`src/rtl/equiv_pkg.sv`:
```
// ============================================================================
// Module      : equiv_pkg
// Description : Shared FSM state encoding and default sizing for equiv_monitor.
// Revision    : 1.0 - initial release
// ============================================================================
`default_nettype none

package equiv_pkg;

    localparam int unsigned DEF_WIDTH  = 91;
    localparam int unsigned DEF_CNT_W  = 32;
    localparam int unsigned DEF_SETTLE = 2;

    typedef enum logic [1:0] {
        ST_IDLE   = 2'd0,
        ST_SETTLE = 2'd1,
        ST_RUN    = 2'd2,
        ST_REPORT = 2'd3
    } state_t;

endpackage

`default_nettype wire

```
`src/rtl/equiv_sat_cnt.sv`:
```
// ============================================================================
// Module      : equiv_sat_cnt
// Description : Up-counter with synchronous clear and enable; holds at all-ones.
// Revision    : 1.0 - initial release
// ============================================================================
`default_nettype none

module equiv_sat_cnt #(
    parameter int unsigned W = 32
) (
    input  logic         clk,
    input  logic         rst_n,
    input  logic         clr_i,
    input  logic         en_i,
    output logic [W-1:0] cnt_o
);

    logic [W-1:0] cnt_q;

    // Clear wins over enable so a new run always starts from zero.
    always_ff @(posedge clk or negedge rst_n) begin
        if (!rst_n) begin
            cnt_q <= '0;
        end else if (clr_i) begin
            cnt_q <= '0;
        end else if (en_i && (cnt_q != {W{1'b1}})) begin
            cnt_q <= cnt_q + W'(1);
        end
    end

    assign cnt_o = cnt_q;

endmodule

`default_nettype wire

```
`src/rtl/equiv_monitor.sv`:
```
// ============================================================================
// Module      : equiv_monitor
// Description : Compares two design-copy outputs per cycle over a start/stop
//               run and reports counts plus the first mismatch via valid/ready.
// Revision    : 1.0 - initial release
// ============================================================================
`default_nettype none

module equiv_monitor
    import equiv_pkg::*;
#(
    parameter int unsigned WIDTH  = DEF_WIDTH,
    parameter int unsigned CNT_W  = DEF_CNT_W,
    parameter int unsigned SETTLE = DEF_SETTLE
) (
    input  logic             clk,
    input  logic             rst_n,
    input  logic             start,
    input  logic             stop,
    input  logic [WIDTH-1:0] y_1,
    input  logic [WIDTH-1:0] y_2,
    output logic             busy,
    output logic             fail,
    output logic [CNT_W-1:0] cycle_cnt,
    output logic [CNT_W-1:0] mism_cnt,
    output logic [CNT_W-1:0] first_cyc,
    output logic [WIDTH-1:0] first_diff,
    output logic             rpt_valid,
    input  logic             rpt_ready
);

    localparam logic [7:0] C_SETTLE_LAST = (SETTLE == 0) ? 8'd0 : 8'(SETTLE - 1);

    state_t             state_q;
    logic [7:0]         settle_q;
    logic               busy_q;
    logic               rpt_valid_q;
    logic               fail_q;
    logic [CNT_W-1:0]   first_cyc_q;
    logic [WIDTH-1:0]   first_diff_q;

    logic [WIDTH-1:0]   w_diff;
    logic               w_mism;
    logic               w_clr;
    logic               w_run;
    logic [CNT_W-1:0]   w_cycle_cnt;
    logic [CNT_W-1:0]   w_mism_cnt;

    assign w_diff = y_1 ^ y_2;
    assign w_mism = |w_diff;
    assign w_clr  = (state_q == ST_IDLE) && start;
    assign w_run  = (state_q == ST_RUN);

    equiv_sat_cnt #(.W(CNT_W)) u_cycle_cnt (
        .clk   (clk),
        .rst_n (rst_n),
        .clr_i (w_clr),
        .en_i  (w_run),
        .cnt_o (w_cycle_cnt)
    );

    equiv_sat_cnt #(.W(CNT_W)) u_mism_cnt (
        .clk   (clk),
        .rst_n (rst_n),
        .clr_i (w_clr),
        .en_i  (w_run && w_mism),
        .cnt_o (w_mism_cnt)
    );

    always_ff @(posedge clk or negedge rst_n) begin
        if (!rst_n) begin
            state_q      <= ST_IDLE;
            settle_q     <= '0;
            busy_q       <= 1'b0;
            rpt_valid_q  <= 1'b0;
            fail_q       <= 1'b0;
            first_cyc_q  <= '0;
            first_diff_q <= '0;
        end else begin
            case (state_q)
                ST_IDLE: begin
                    if (start) begin
                        fail_q       <= 1'b0;
                        first_cyc_q  <= '0;
                        first_diff_q <= '0;
                        settle_q     <= '0;
                        busy_q       <= 1'b1;
                        state_q      <= (SETTLE == 0) ? ST_RUN : ST_SETTLE;
                    end
                end
                ST_SETTLE: begin
                    if (stop) begin
                        busy_q      <= 1'b0;
                        rpt_valid_q <= 1'b1;
                        state_q     <= ST_REPORT;
                    end else if (settle_q == C_SETTLE_LAST) begin
                        state_q <= ST_RUN;
                    end else begin
                        settle_q <= settle_q + 8'd1;
                    end
                end
                ST_RUN: begin
                    // Capture uses the pre-increment count, i.e. the index of this compared cycle.
                    if (w_mism) begin
                        fail_q <= 1'b1;
                        if (!fail_q) begin
                            first_cyc_q  <= w_cycle_cnt;
                            first_diff_q <= w_diff;
                        end
                    end
                    if (stop) begin
                        busy_q      <= 1'b0;
                        rpt_valid_q <= 1'b1;
                        state_q     <= ST_REPORT;
                    end
                end
                ST_REPORT: begin
                    if (rpt_ready) begin
                        rpt_valid_q <= 1'b0;
                        state_q     <= ST_IDLE;
                    end
                end
                default: begin
                    busy_q      <= 1'b0;
                    rpt_valid_q <= 1'b0;
                    state_q     <= ST_IDLE;
                end
            endcase
        end
    end

    assign busy       = busy_q;
    assign fail       = fail_q;
    assign cycle_cnt  = w_cycle_cnt;
    assign mism_cnt   = w_mism_cnt;
    assign first_cyc  = first_cyc_q;
    assign first_diff = first_diff_q;
    assign rpt_valid  = rpt_valid_q;

endmodule

`default_nettype wire

```
`config.mk`:
```
export PLATFORM = sky130hd
export DESIGN_NAME = equiv_monitor
export DESIGN_NICKNAME = d
export VERILOG_FILES = /design/src/rtl/equiv_pkg.sv /design/src/rtl/equiv_sat_cnt.sv /design/src/rtl/equiv_monitor.sv
export SDC_FILE = /design/constraint.sdc
export NUM_CORES = 1
export LEC_CHECK = 0
export ABC_AREA = 1
export BUFFER_PORTS_ARGS = -buffer_cell sky130_fd_sc_hd__buf_2
export CAP_MARGIN = 20
export CORE_UTILIZATION = 53
export DETAILED_ROUTE_END_ITERATION = 10
export PLACE_DENSITY = 0.88
export SETUP_SLACK_MARGIN = 0.1
export SLEW_MARGIN = 20
export SYNTH_ARGS = -nofsm -noshare
export SYNTH_HDL_FRONTEND = slang
export SYNTH_SLANG_ARGS = --single-unit
```
`constraint.sdc`:
```
create_clock -name clk -period 4.6 [get_ports clk]
set_clock_uncertainty 0.1 [all_clocks]
set_input_delay 0.92 -clock clk [delete_from_list [all_inputs] [get_ports clk]]
set_output_delay 0.92 -clock clk [all_outputs]
set_load 0.02 [all_outputs]
```
==> results summary <==
The minimum clock period is 3257 ps. Based on the critical path, the design can be clocked at up to 307.1 MHz. Summing all multi-input logic gate instances after layout gives 6076 um2. The post-detailed-routing wire length is 38430 um.

The number of flops mapped to enable cells by yosys came out at 0. The filler cell count in the final layout came out at 2024. The total standard cell area after synthesis is 12330 um2. The number of gates resized after cts came out at 0.

Counting flops and latches in the post-synthesis netlist gives 200. The quantity of hold-fixing buffers added after cts is 0. Headroom to the max-slew limit came out at 25.64%. The most used flip-flop cell after synthesis is sky130_fd_sc_hd__dfrtp_1. The cell at the root of the clock tree is sky130_fd_sc_hd__clkbuf_16. The proportion of register bits with asynchronous set or reset after synthesis came out at 100.0%. The CTS sink count is 200. The cell area after placement came out at 14290 um2. The required time at the endpoint of the critical path came out at 4870 ps.

The average size of a mapped cell came out at 6.837 um2. The leakage power is 8.639 nW. Across the whole layout, storage elements account for 5005 um2. The worst ir drop on vdd is 0.3433 mV. The number of I/O pins is 377. In this design, the stage delay of the slowest critical-path cell is 720 ps. The number of antenna violations at the first check in global routing came out at 4.

Across all setup checks in the final design, the least slack found is 1343 ps. For this run, design rule violations remaining after detail routing come to 0. The count of max-cap constraint violations is 0. The total grt overflow came out at 0.

The clock latency on the worst-skew pair is 440 ps. The startpoint identified for the worst hold timing path is first_diff[5]. The maximum level of the CTS H-tree came out at 4.

The total power divided by cell area is 442.0 nW/um2. From bottom edge to top edge, the die measures 154.6 um. The routed layout has 13160 vias.

The worst register-to-register path begins at state_q[0]. The post-route cell area is 14850 um2. Among all stages on the critical path, the largest delay is contributed by sky130_fd_sc_hd__ha_1. The global-route total usage across every layer came out at 31.89%.

The detailed placer's ending HPWL came out at 27910 um. The number of buffers created by CTS came out at 17. The highest net fanout along the worst path is 42. In this run the worst hold path is classified as reg -> reg.

The maximum number of pins on one net before global-route repair came out at 116. The number of placement rows came out at 55. TritonCTS built the clock tree. The per-cell routed wire length is 15.83 um. The sequential fraction of the synthesis area is 40.58%.

The post-route netlist has 20.49% of its cells at a drive strength greater than 1. During placement, the flow inserted port buffers numbering 376. Clock-pin slew was measured on the worst setup and hold paths at 80 ps. The first-pass GRT wire length came out at 60690 um. The critical path arrival came out at 3530 ps. The DRC violation total after the first TritonRoute iteration came out at 1210. The total setup buffers inserted after CTS came out at 0. The slew at the pin closest to its max-slew limit is 1115 ps. The die covers 23890 um2. The length of the first detailed-routing pass in iterations came out at 5. The placeable core region came out at 22710 um2.

The synthesized netlist cell count came out at 1804. The share of the clock period used by the worst path came out at 70.80%. The number of different library cells in the post-synthesis netlist came out at 35.

Setup violations remaining at the end of the flow were counted as 0. The via count of the first global-routing pass is 12170. Setup repair after global routing left no endpoint under its margin. The number of warning messages in the yosys log is 0.

The critical path starts at state_q[0]. The number of pins exceeding their max-slew limit in the final report is 0. The clock passes through at most 2 buffers.

STA classifies the critical path endpoint as a flip-flop. The worst setup timing slack at the placement stage came out at 1006 ps. The routability congestion estimate came out at 0.9644. Once the floorplan was initialized, standard cells occupied 54.31% of the core. The antenna violation net count after detailed routing is 0. The die is 154.6 um wide. STA classifies the critical path startpoint as a flip-flop.

The flow ran to the end, and the final reports show no timing, DRC or antenna violations. The final-layout setup total negative slack came out at 0 ps. The category of the most critical setup path is reg -> reg. The net count reported at finish came out at 2320. After detailed routing, the number of vias per cell comes to 5.423. Counting every net in the synthesized netlist gives 1999. Traced cell by cell, the critical path runs through inv_1 > ha_1 > buf_4 > nand3_4 > nand3_4 > buf_4 > nand2_1 > nand2_1. The area added between synthesis and finish came out at 20.40%.

The number of failing hold endpoints at the final stage is 0.
==> critical path: cells and delay by family, from the launching register on <==
kind	cells	cell delay, ps
adders and majority gates	1	720
DFF	1	400
buffers and inverters	3	980
and+or+nand+nor	4	960
==> cells in the mapped netlist, drive strengths merged, types with 2 or more instances <==
library cell  number  area [um2]
nor3              40       210.2
nand3b             3       22.52
nand3             62       315.3
nor4               3       18.77
dfrtp            200        5005
clkbuf            39       146.4
inv              227       852.1
nor3b              2       15.01
a21oi             15       75.07
o21ai             37       188.9
buf               47       285.3
o31ai              8       60.06
xnor2             25       219.0
nor2             233       879.6
and2               2       12.51
nand2            628        2372
ha                 8       100.1
nand4            162        1013
xor2              57       499.2
==> flip-flops by register name, indices dropped and copies added (netlist names) <==
register / count
busy: 1
fail: 1
first_cyc: 32
first_diff: 91
rpt_valid: 1
settle_q: 8
state_q: 2
u_cycle_cnt.cnt_o: 32
u_mism_cnt.cnt_o: 32
==> through the flow <==
| stage | util (%) | hold WS (ps) | power (mW) | std cells |
|---|---|---|---|---|
| 6_report | 65.39 | 370.0 | 6.564 | 2427 |
| 2_1_floorplan | - | 351.7 | 4.338 | 1804 |
| 4_1_cts | 65.35 | 370.2 | 6.549 | 2423 |
| 3_3_place_gp | 62.90 | 349.1 | 5.017 | 2391 |
| 3_5_place_dp | 62.90 | 353.0 | 5.099 | 2391 |
| 5_1_grt | 65.38 | 387.9 | 6.938 | 2426 |
==> power breakdown <==
part           internal (mW)  total (mW)  switching [mW]  leakage (nW)
clock network          0.724        1.46           0.731         0.268
registers               2.03        2.21           0.183          2.73
logic                  0.743        2.90            2.16          5.64
total                   3.49        6.56            3.07          8.64
==> layout by cell type, fill, tap and decap left out, types with 8 or more instances in the layout <==
cell type / count
sky130_fd_sc_hd__nand2_1: 623
sky130_fd_sc_hd__buf_2: 375
sky130_fd_sc_hd__nor2_1: 231
sky130_fd_sc_hd__inv_1: 222
sky130_fd_sc_hd__dfrtp_1: 200
sky130_fd_sc_hd__nand4_1: 162
sky130_fd_sc_hd__nand3_1: 60
sky130_fd_sc_hd__xor2_1: 57
sky130_fd_sc_hd__nor3_1: 38
sky130_fd_sc_hd__o21ai_0: 35
sky130_fd_sc_hd__xnor2_1: 25
sky130_fd_sc_hd__clkbuf_16: 17
sky130_fd_sc_hd__a21oi_1: 15
sky130_fd_sc_hd__buf_4: 11
sky130_fd_sc_hd__o31ai_1: 8
sky130_fd_sc_hd__ha_1: 8
==> kinds of logic after synthesis <==
family	synth area share [%]
DFF	40.58
and+or+nand+nor	39.50
buffers and inverters	10.41
AOI/OAI and AO/OA	2.881
xor gates and xnor gates	5.823
adders and majority gates	0.8116
==> cell type report <==
type / count / area share [%]
multi-input combinational: 1291 / 40.91
sequential: 200 / 33.70
timing repair buffer: 388 / 13.42
inverter: 227 / 5.754
clock buffer: 19 / 2.983
tap: 285 / 2.401
clock inverter: 13 / 0.7583
antenna: 4 / 0.06740
==> metal layers <==
| metal | global-route usage [%] | routed length, um | up-vias |
|---|---|---|---|
| met5 | 0 | 0 | - |
| met4 | 15.61 | 1438 | 0 |
| met3 | 4.707 | 2798 | 99 |
| met2 | 53.57 | 18520 | 638 |
| met1 | 40.39 | 15670 | 6082 |
| li1 | - | - | 6343 |
==> path summary, 6_finish.rpt <==
| kind | endpoint | slack [ps] | cells past startpoint |
|---|---|---|---|
| max | first_diff[65] | 1340 | 8 |
| min | first_diff[5] | 370 | 2 |
| max reg2reg | first_diff[65] | 1340 | 8 |
| min reg2reg | first_diff[5] | 370 | 2 |
| max in group asynchronous | u_cycle_cnt.cnt_o[30] | 2840 | 2 |
| min in group asynchronous | u_mism_cnt.cnt_o[26] | 460 | 1 |
(Power assumes the default switching activity.)
